[config.mk]
export PLATFORM = sky130hd
export DESIGN_NAME = io_out_fifo
export DESIGN_NICKNAME = d
export VERILOG_FILES = /design/src/rtl/io_out_fifo.sv
export SDC_FILE = /design/constraint.sdc
export NUM_CORES = 1
export LEC_CHECK = 0
export ABC_AREA = 1
export CAP_MARGIN = 20
export CORE_AREA = 2 2 66 99
export CTS_CLUSTER_DIAMETER = 120
export DETAILED_ROUTE_END_ITERATION = 12
export DIE_AREA = 0 0 68 101
export GPL_ROUTABILITY_DRIVEN = 0
export HOLD_SLACK_MARGIN = 0.06
export PLACE_DENSITY = 0.77
export REMOVE_ABC_BUFFERS = 1
export SLEW_MARGIN = 25
export SYNTH_ARGS = -nofsm -noshare
export SYNTH_HDL_FRONTEND = slang
export SYNTH_SLANG_ARGS = --single-unit
[constraint.sdc]
create_clock -name clock -period 2.5 [get_ports clock]
set_input_delay 0.5 -clock clock [delete_from_list [all_inputs] [get_ports clock]]
set_output_delay 0.5 -clock clock [all_outputs]
set_load 0.005 [all_outputs]
[src/rtl/io_out_fifo.sv]
// Output-port FIFO between the load_store processor's write_out and an external valid/ready consumer.
// Optional dropped-write counter enabled by defining IO_OUT_FIFO_OVF_CNT_EN.
module io_out_fifo #(
  parameter int WIDTH = 16,
  parameter int DEPTH = 4,
  parameter int AW    = 2
) (
  input  logic             clock,
  input  logic             rst,
  input  logic [WIDTH-1:0] wr_data,
  input  logic             wr_en,
  output logic             full,
  output logic [WIDTH-1:0] out_data,
  output logic             out_valid,
  input  logic             out_ready,
  output logic [AW:0]      level,
  output logic [7:0]       ovf_count
);

  logic [WIDTH-1:0] mem [DEPTH];
  logic [AW-1:0]    rd_ptr_reg;
  logic [AW-1:0]    wr_ptr_reg;
  logic [AW:0]      count_reg;
  logic             push;
  logic             pop;

  // full is taken from the registered count, so a pop cannot free a slot for a same-cycle write
  assign full      = (count_reg == (AW+1)'(DEPTH));
  assign out_valid = (count_reg != '0);
  assign level     = count_reg;
  assign out_data  = out_valid ? mem[rd_ptr_reg] : '0;

  assign push = wr_en & ~full;
  assign pop  = out_valid & out_ready;

  genvar gi;
  generate
    for (gi = 0; gi < DEPTH; gi++) begin : g_entry
      always_ff @(posedge clock) begin
        if (!rst && push && (wr_ptr_reg == AW'(gi))) begin
          mem[gi] <= wr_data;
        end
      end
    end
  endgenerate

  always_ff @(posedge clock) begin
    if (rst) begin
      rd_ptr_reg <= '0;
      wr_ptr_reg <= '0;
      count_reg  <= '0;
    end else begin
      if (push) begin
        wr_ptr_reg <= wr_ptr_reg + AW'(1);
      end
      if (pop) begin
        rd_ptr_reg <= rd_ptr_reg + AW'(1);
      end
      case ({push, pop})
        2'b10:   count_reg <= count_reg + (AW+1)'(1);
        2'b01:   count_reg <= count_reg - (AW+1)'(1);
        default: count_reg <= count_reg;
      endcase
    end
  end

`ifdef IO_OUT_FIFO_OVF_CNT_EN
  logic [7:0] ovf_reg;

  // Saturating count of writes dropped because the FIFO was full
  always_ff @(posedge clock) begin
    if (rst) begin
      ovf_reg <= '0;
    end else if (wr_en && full && (ovf_reg != 8'hFF)) begin
      ovf_reg <= ovf_reg + 8'd1;
    end
  end

  assign ovf_count = ovf_reg;
`else
  assign ovf_count = '0;
`endif

endmodule

==> results of run 1 <==
how the worst max path moves through the flow:
stage	cells past startpoint	end	slack, ns	startpoint
after global routing	6	out_data[13]	-0.02	flip-flop
after CTS	6	out_data[10]	0.04	flip-flop
after global placement	8	level[1]$_SDFFE_PP0P_	0.35	wr_en
after detailed placement	8	level[1]$_SDFFE_PP0P_	0.25	wr_en
after floorplan	3	out_data[0]	0.53	flip-flop
final	5	out_data[5]	0.10	flip-flop
area by class of cell:
type                    count  area, um2  area share (%)
flip-flops and latches     73       2100            56.6
multi-input cells         166        768            20.7
repair buffers             48        477            12.8
clock buffers              10        128            3.44
well taps                  74       92.6            2.49
inverters                  22       85.1            2.29
clock inverters             6       58.8            1.58
cell families after synthesis:
group,Yosys count
DFF,73
buffers and inverters,41
adders and majority gates,6
AOI/OAI and AO/OA,55
and+or+nand+nor,97
other,1
routing by layer:
layer	global-route usage [%]	part of all wire, %	vias to the layer above	wire length, um
met5	0	0	-	0
met4	11.4	3.2	0	180
met3	5.25	5.6	19	317
met2	30.5	54	71	3020
met1	18.9	38	952	2120
li1	-	-	997	-
per-stage QoR:
stage	utilization, %	setup TNS (ns)	setup WS, ns	power, mW
2_1_floorplan	-	0	0.532	2.07
6_report	61.4	0	0.100	3.56
4_1_cts	61.3	0	0.0431	3.58
5_1_grt	61.4	-0.0348	-0.0184	3.77
3_5_place_dp	58.3	0	0.250	2.75
3_3_place_gp	58.3	0	0.346	2.71
cells in the final DEF (no fill, tap or decap), drive strengths merged:
| master | instances |
|---|---|
| nand3 | 4 |
| clkinv | 4 |
| a21oi | 21 |
| buf | 8 |
| inv | 22 |
| bufinv | 1 |
| nor2 | 77 |
| conb | 8 |
| nand3b | 1 |
| o21ai | 34 |
| dfxtp | 9 |
| edfxtp | 64 |
| clkdlybuf4s50 | 40 |
| clkinvlp | 1 |
| nand2 | 15 |
| clkbuf | 10 |
| ha | 5 |
| fa | 1 |
critical path, stage by stage, from the launching register on:
cell and delay (ns):
dfxtp_1 0.34, inv_2 0.21, buf_12 0.19, o21ai_1 0.08, a21oi_1 0.21, clkdlybuf4s50_1 0.54
power by group:
part / switching [mW] / internal, mW
clock network: 0.387 / 0.454
logic: 0.641 / 0.599
registers: 0.0572 / 1.42
total: 1.09 / 2.47
what timing repair did:
action / in CTS / in global routing
gates resized for setup: 0 / 1
setup buffers: 0 / 0
setup endpoints to repair: 0 / 5
==> qor.yml, run 1 <==
skew_ns: 0.0116
synth_edf_count: 64
grt_pass1_vias: 1944
synth_cell_types: 20
numPortBuffers: 40
power_leakage_nw: 1.36
powerDensity_mw_per_mm2: 959
ys_async_sr_fraction_pct: 0
post_drt_wl_per_cell_um: 14.1
synth_most_common_cell: "nor2_1"
synth-xor-area-share_pct: 0
layout-drive-gt1-share_pct: 8.62
cp.arrival_ns: 1.90
viasPerCell: 5.11
grt_use_total_pct: 18.0
slew_violations: 0
initial_core_util_pct: 51.0
hold_path_class: "flip-flop to flip-flop"
holdPathStages: 2
yosys.area_share.simple_pct: 12.3
timing.rr.end: "level[2]$_SDFFE_PP0P_"
synth_top_cell_area_share_pct: 62.4
irDropWorstVdd_uv: 744
finalCritPeriodShare_pct: 96.0
clock_sinks: 73
dieArea_mm2: 0.00687
setup_viol: 0
core_mm2: 0.00604
clockBufferDepth: 2
ys_seq_area_share_pct: 68.2
placedCellCount: 383
rsz0062_at_grt: "true"
max_clock_freq_ghz: 0.417
die_y_um: 101
synth_area_leaders: "edfxtp_1 62%, nor2_1 9.3%, dfxtp_1 5.8%"
antenna-diode-count: 0
syn_avg_cell_area_um2: 11.3
first_pass_iters: 4
synth.area.mux_share_pct: 0
final_area_mm2: 0.00371
cts_buffers: 9
antenna_found_initial: 0
drv_cap: 0
r2r_cells: 14
synth-compound-area-share_pct: 8.94
ys_top_cells_by_count: "76 x nor2_1, 64 x edfxtp_1, 30 x o21ai_1, 21 x a21oi_1, 18 x inv_1"
regToRegSetupSlack_ns: 0.64
syn_inst: 273
period_needed_ns: 2.40
n_fill_cell: 483
critical_path_required_ns: 2.00
grt_pass1_wl_um: 8780
drc: 0
cts.htree.levels: 3
timing.rr.start: "level[1]$_SDFFE_PP0P_"
worst_hold_slack_ns: 0.502
tritoncts: "yes"
num_vias: 2039
nNetsFinal: 346
syn_to_final_growth_pct: 20.5
hold_start: "rd_ptr_reg[1]$_SDFFE_PP0P_"
synth_top_family_by_area: "simple AND/OR/NAND/NOR gates"
cp-start-kind: "flip-flop"
ant_nets: 0
place_hpwl_um: 3730
clkTransAtPathRegs_ns: 0.07
die_x_um: 68
synth_area_mm2: 0.00308
min_delay_worst_endpoint: "rd_ptr_reg[1]$_SDFFE_PP0P_"
drt_iter0_markers: 48
root_buffer: "clkbuf_8"
synthAdderAreaFrac_pct: 2.68
finalNonFillerCells: 399
top_register: "mem"
hold_viol: 0
grt_overflow_total: 0
synth-seq-cells: 73
wirelength_um: 5630
status: "finished, final reports clean"
synth-warning-count: 0
largest_reg_flops: 64
row_count: 35
cp_max_fo: 20
clock_latency_ns: 0.33
synth_flop_cell: "edfxtp_1"
grt_start_max_net_pins: 21
cts_hold_buffers: 0
endpoint_kind: "primary output"
pin_count: 49
synth_largest_area_cell: "edfxtp_1"
dpl_cell_area_mm2: 0.00352
path_class: "flip-flop to primary output"
No activity file was read; power rests on OpenSTA's default activity.
==> run 2: changes to the inputs <==
- ABC_CLOCK_PERIOD_IN_PS: not set -> 2500
- HOLD_SLACK_MARGIN: 0.06 -> not set
==> results of run 2 <==
The final DEF is identical to that of run 1; final timing and power are the same.
==> run 3: changes to the inputs <==
- CELL_PAD_IN_SITES_DETAIL_PLACEMENT: not set -> 0
- CELL_PAD_IN_SITES_GLOBAL_PLACEMENT: not set -> 1
- CORE_AREA: 2 2 66 99 -> 2 2 73 110
- DIE_AREA: 0 0 68 101 -> 0 0 75 112
- PLACE_DENSITY: 0.77 -> not set
- PLACE_DENSITY_LB_ADDON: not set -> 0.1
==> run 3 against run 2 <==
Maximum frequency up 1.1%. Largest power group unchanged. Die area up 22%. Highest routed layer unchanged. Flip-flop and latch count unchanged.
==> qor.yml, run 3 (synthesis gave the netlist of run 1 again) <==
pre_cts_ws_ns: 0.276  # +0.0258 ns
timing.final.ws_setup_ns: 0.128  # +0.0272 ns
drt_iter0_markers: 125  # +160%
period_needed_ns: 2.37  # -0.0272 ns
dpl_cell_area_mm2: 0.00359  # +2.1%
grt_pass1_wl_um: 9100  # +3.7%
status: "finished, final reports clean"
clock_latency_ns: 0.32  # about the same
finalNonFillerCells: 431  # +8.0%
sequentialPowerShare_pct: 38.0  # -3.5 points
top_register: "mem"
antenna-diode-count: 0  # unchanged
p_sw_mw: 1.11  # +1.9%
antenna_found_initial: 0  # unchanged
viasPerCell: 4.60  # -10%
num_vias: 1981  # -2.8%
drc: 0  # unchanged
row_count: 39  # +11%
post_drt_wl_per_cell_um: 13.5  # -4.4%
largest_reg_flops: 64  # unchanged
placedCellCount: 416  # +8.6%
wirelength_um: 5810  # +3.2%
seqCellArea_mm2: 0.00210  # unchanged
grt_pass1_vias: 1926  # -0.93%
n_fill_cell: 663  # +37%
clockBufferDepth: 2  # unchanged
core_mm2: 0.00747  # +24%
cts.repair.resized: 0  # unchanged
hold_viol: 0  # unchanged
path_class: "flip-flop to primary output"
layout-drive-gt1-share_pct: 9.73  # +1.1 points
clock_sinks: 73  # unchanged
power_leakage_nw: 1.44  # +5.1%
grt_start_max_net_pins: 17  # -19%
finish.utilization_pct: 51.8  # -9.6 points
cpPeakStageDelay_ns: 0.53  # about the same
crit_path_top_delay_cell: "clkdlybuf4s50_1"
slew_violations: 0  # unchanged
cts_hold_buffers: 0  # unchanged
dieArea_mm2: 0.00840  # +22%
tritoncts: "yes"
layout_common_cells: "76 x nor2_1, 64 x edfxtp_1, 40 x clkdlybuf4s50_1"
design_power_total_mw: 3.89  # +9.4%
root_buffer: "clkbuf_16"
initial_core_util_pct: 41.3  # -9.7 points
rsz0062_at_grt: "false"
p_clk_share_pct: 30.0  # +6.4 points
path_common_cell: "nor2_1"
cts_buffers: 9  # unchanged
cp_max_fo: 11  # -45%
grt_overflow_total: 0  # unchanged
grt_use_total_pct: 15.5  # -2.5 points
place_hpwl_um: 3850  # +3.2%
endpoint_kind: "primary output"
hold_path_class: "flip-flop to flip-flop"
internal_power_mw: 2.79  # +13%
ant_nets: 0  # unchanged
nNetsFinal: 351  # +1.4%
syn_to_final_growth_pct: 25.6
cp-start-kind: "flip-flop"
pin_count: 49  # unchanged
finalCritPeriodShare_pct: 94.9  # -1.1 points
numPortBuffers: 40  # unchanged
irDropWorstVdd_uv: 761  # +2.2%
multi_input_area_um2: 768  # unchanged
critical_path_required_ns: 2.00  # about the same
die_x_um: 75  # +10%
final_area_mm2: 0.00387  # +4.3%
setup_viol: 0  # unchanged
worstPathCellList: "buf_4 > nor2_1 > nor2_1 > o21ai_0 > a21oi_1 > clkdlybuf4s50_1"
layout_commonest_cell: "nor2_1"
swShare_pct: 28.4  # -2.1 points
die_y_um: 112  # +11%
first_pass_iters: 4  # unchanged
powerDensity_mw_per_mm2: 1010  # +4.9%
cp.arrival_ns: 1.87  # -0.03 ns
cts.htree.levels: 3  # unchanged
p_comb_share_pct: 32.0  # -2.8 points
max_clock_freq_ghz: 0.422  # +1.1%
skew_ns: 0.00415  # -0.00749 ns
drv_cap: 0  # unchanged
fin_tns_setup_ns: 0  # unchanged
worst_hold_slack_ns: 0.502  # +0.000516 ns
post-cts-setup-buffers: 0  # unchanged
clkTransAtPathRegs_ns: 0.05  # -0.02 ns
[run 3: cell types whose count changed in the layout (fill, tap and decap cells not counted)]
cell | previous run | this run
clkinvlp_4 | 1 | 0
clkbuf_16 | 0 | 9
buf_6 | 1 | 0
buf_4 | 6 | 12
clkinv_2 | 1 | 2
clkinv_4 | 1 | 0
clkbuf_8 | 9 | 0
[run 3: routing by layer]
layer	vias to the layer above	global-route usage, %	part of all wire (%)
li1	1007	-	-
met1	931	15.6	37
met2	37	28.1	58
met3	6	3.35	3.6
met4	0	8.33	1.5
met5	-	0	0
[run 3: path summary, 6_finish.rpt]
check	from	endpoint	cells past startpoint	slack (ns)
worst max-delay path	flip-flop	out_data[15]	6	0.13
worst min-delay path	rd_ptr_reg[1]$_SDFFE_PP0P_	rd_ptr_reg[1]$_SDFFE_PP0P_	2	0.50
worst max register to register	level[1]$_SDFFE_PP0P_	level[2]$_SDFFE_PP0P_	14	0.68
worst min register to register	rd_ptr_reg[1]$_SDFFE_PP0P_	rd_ptr_reg[1]$_SDFFE_PP0P_	2	0.50
[run 3: final cells by class]
type	count	area share [%]
clock buffers	10	5.92
clock inverters	5	1.23
inverters	22	2.20
multi-input cells	166	19.9
flip-flops and latches	73	54.3
well taps	102	3.30
repair buffers	53	13.2
[run 3: worst max-delay path, delay by kind of cell, from the launching register on]
family          cells  cell delay [ns]
compound gates      2             0.29
buf+inv             2             0.74
flops               1             0.39
simple gates        2             0.14
[run 3: power groups by stage]
| stage | clock network [mW] | logic, mW | registers, mW |
|---|---|---|---|
| 2_1_floorplan | 0 | 0.539 | 1.53 |
| 3_3_place_gp | 0 | 1.27 | 1.50 |
| 6_report | 1.17 | 1.25 | 1.48 |
| 3_5_place_dp | 0 | 1.28 | 1.50 |
| 5_1_grt | 1.25 | 1.39 | 1.49 |
| 4_1_cts | 1.19 | 1.28 | 1.48 |
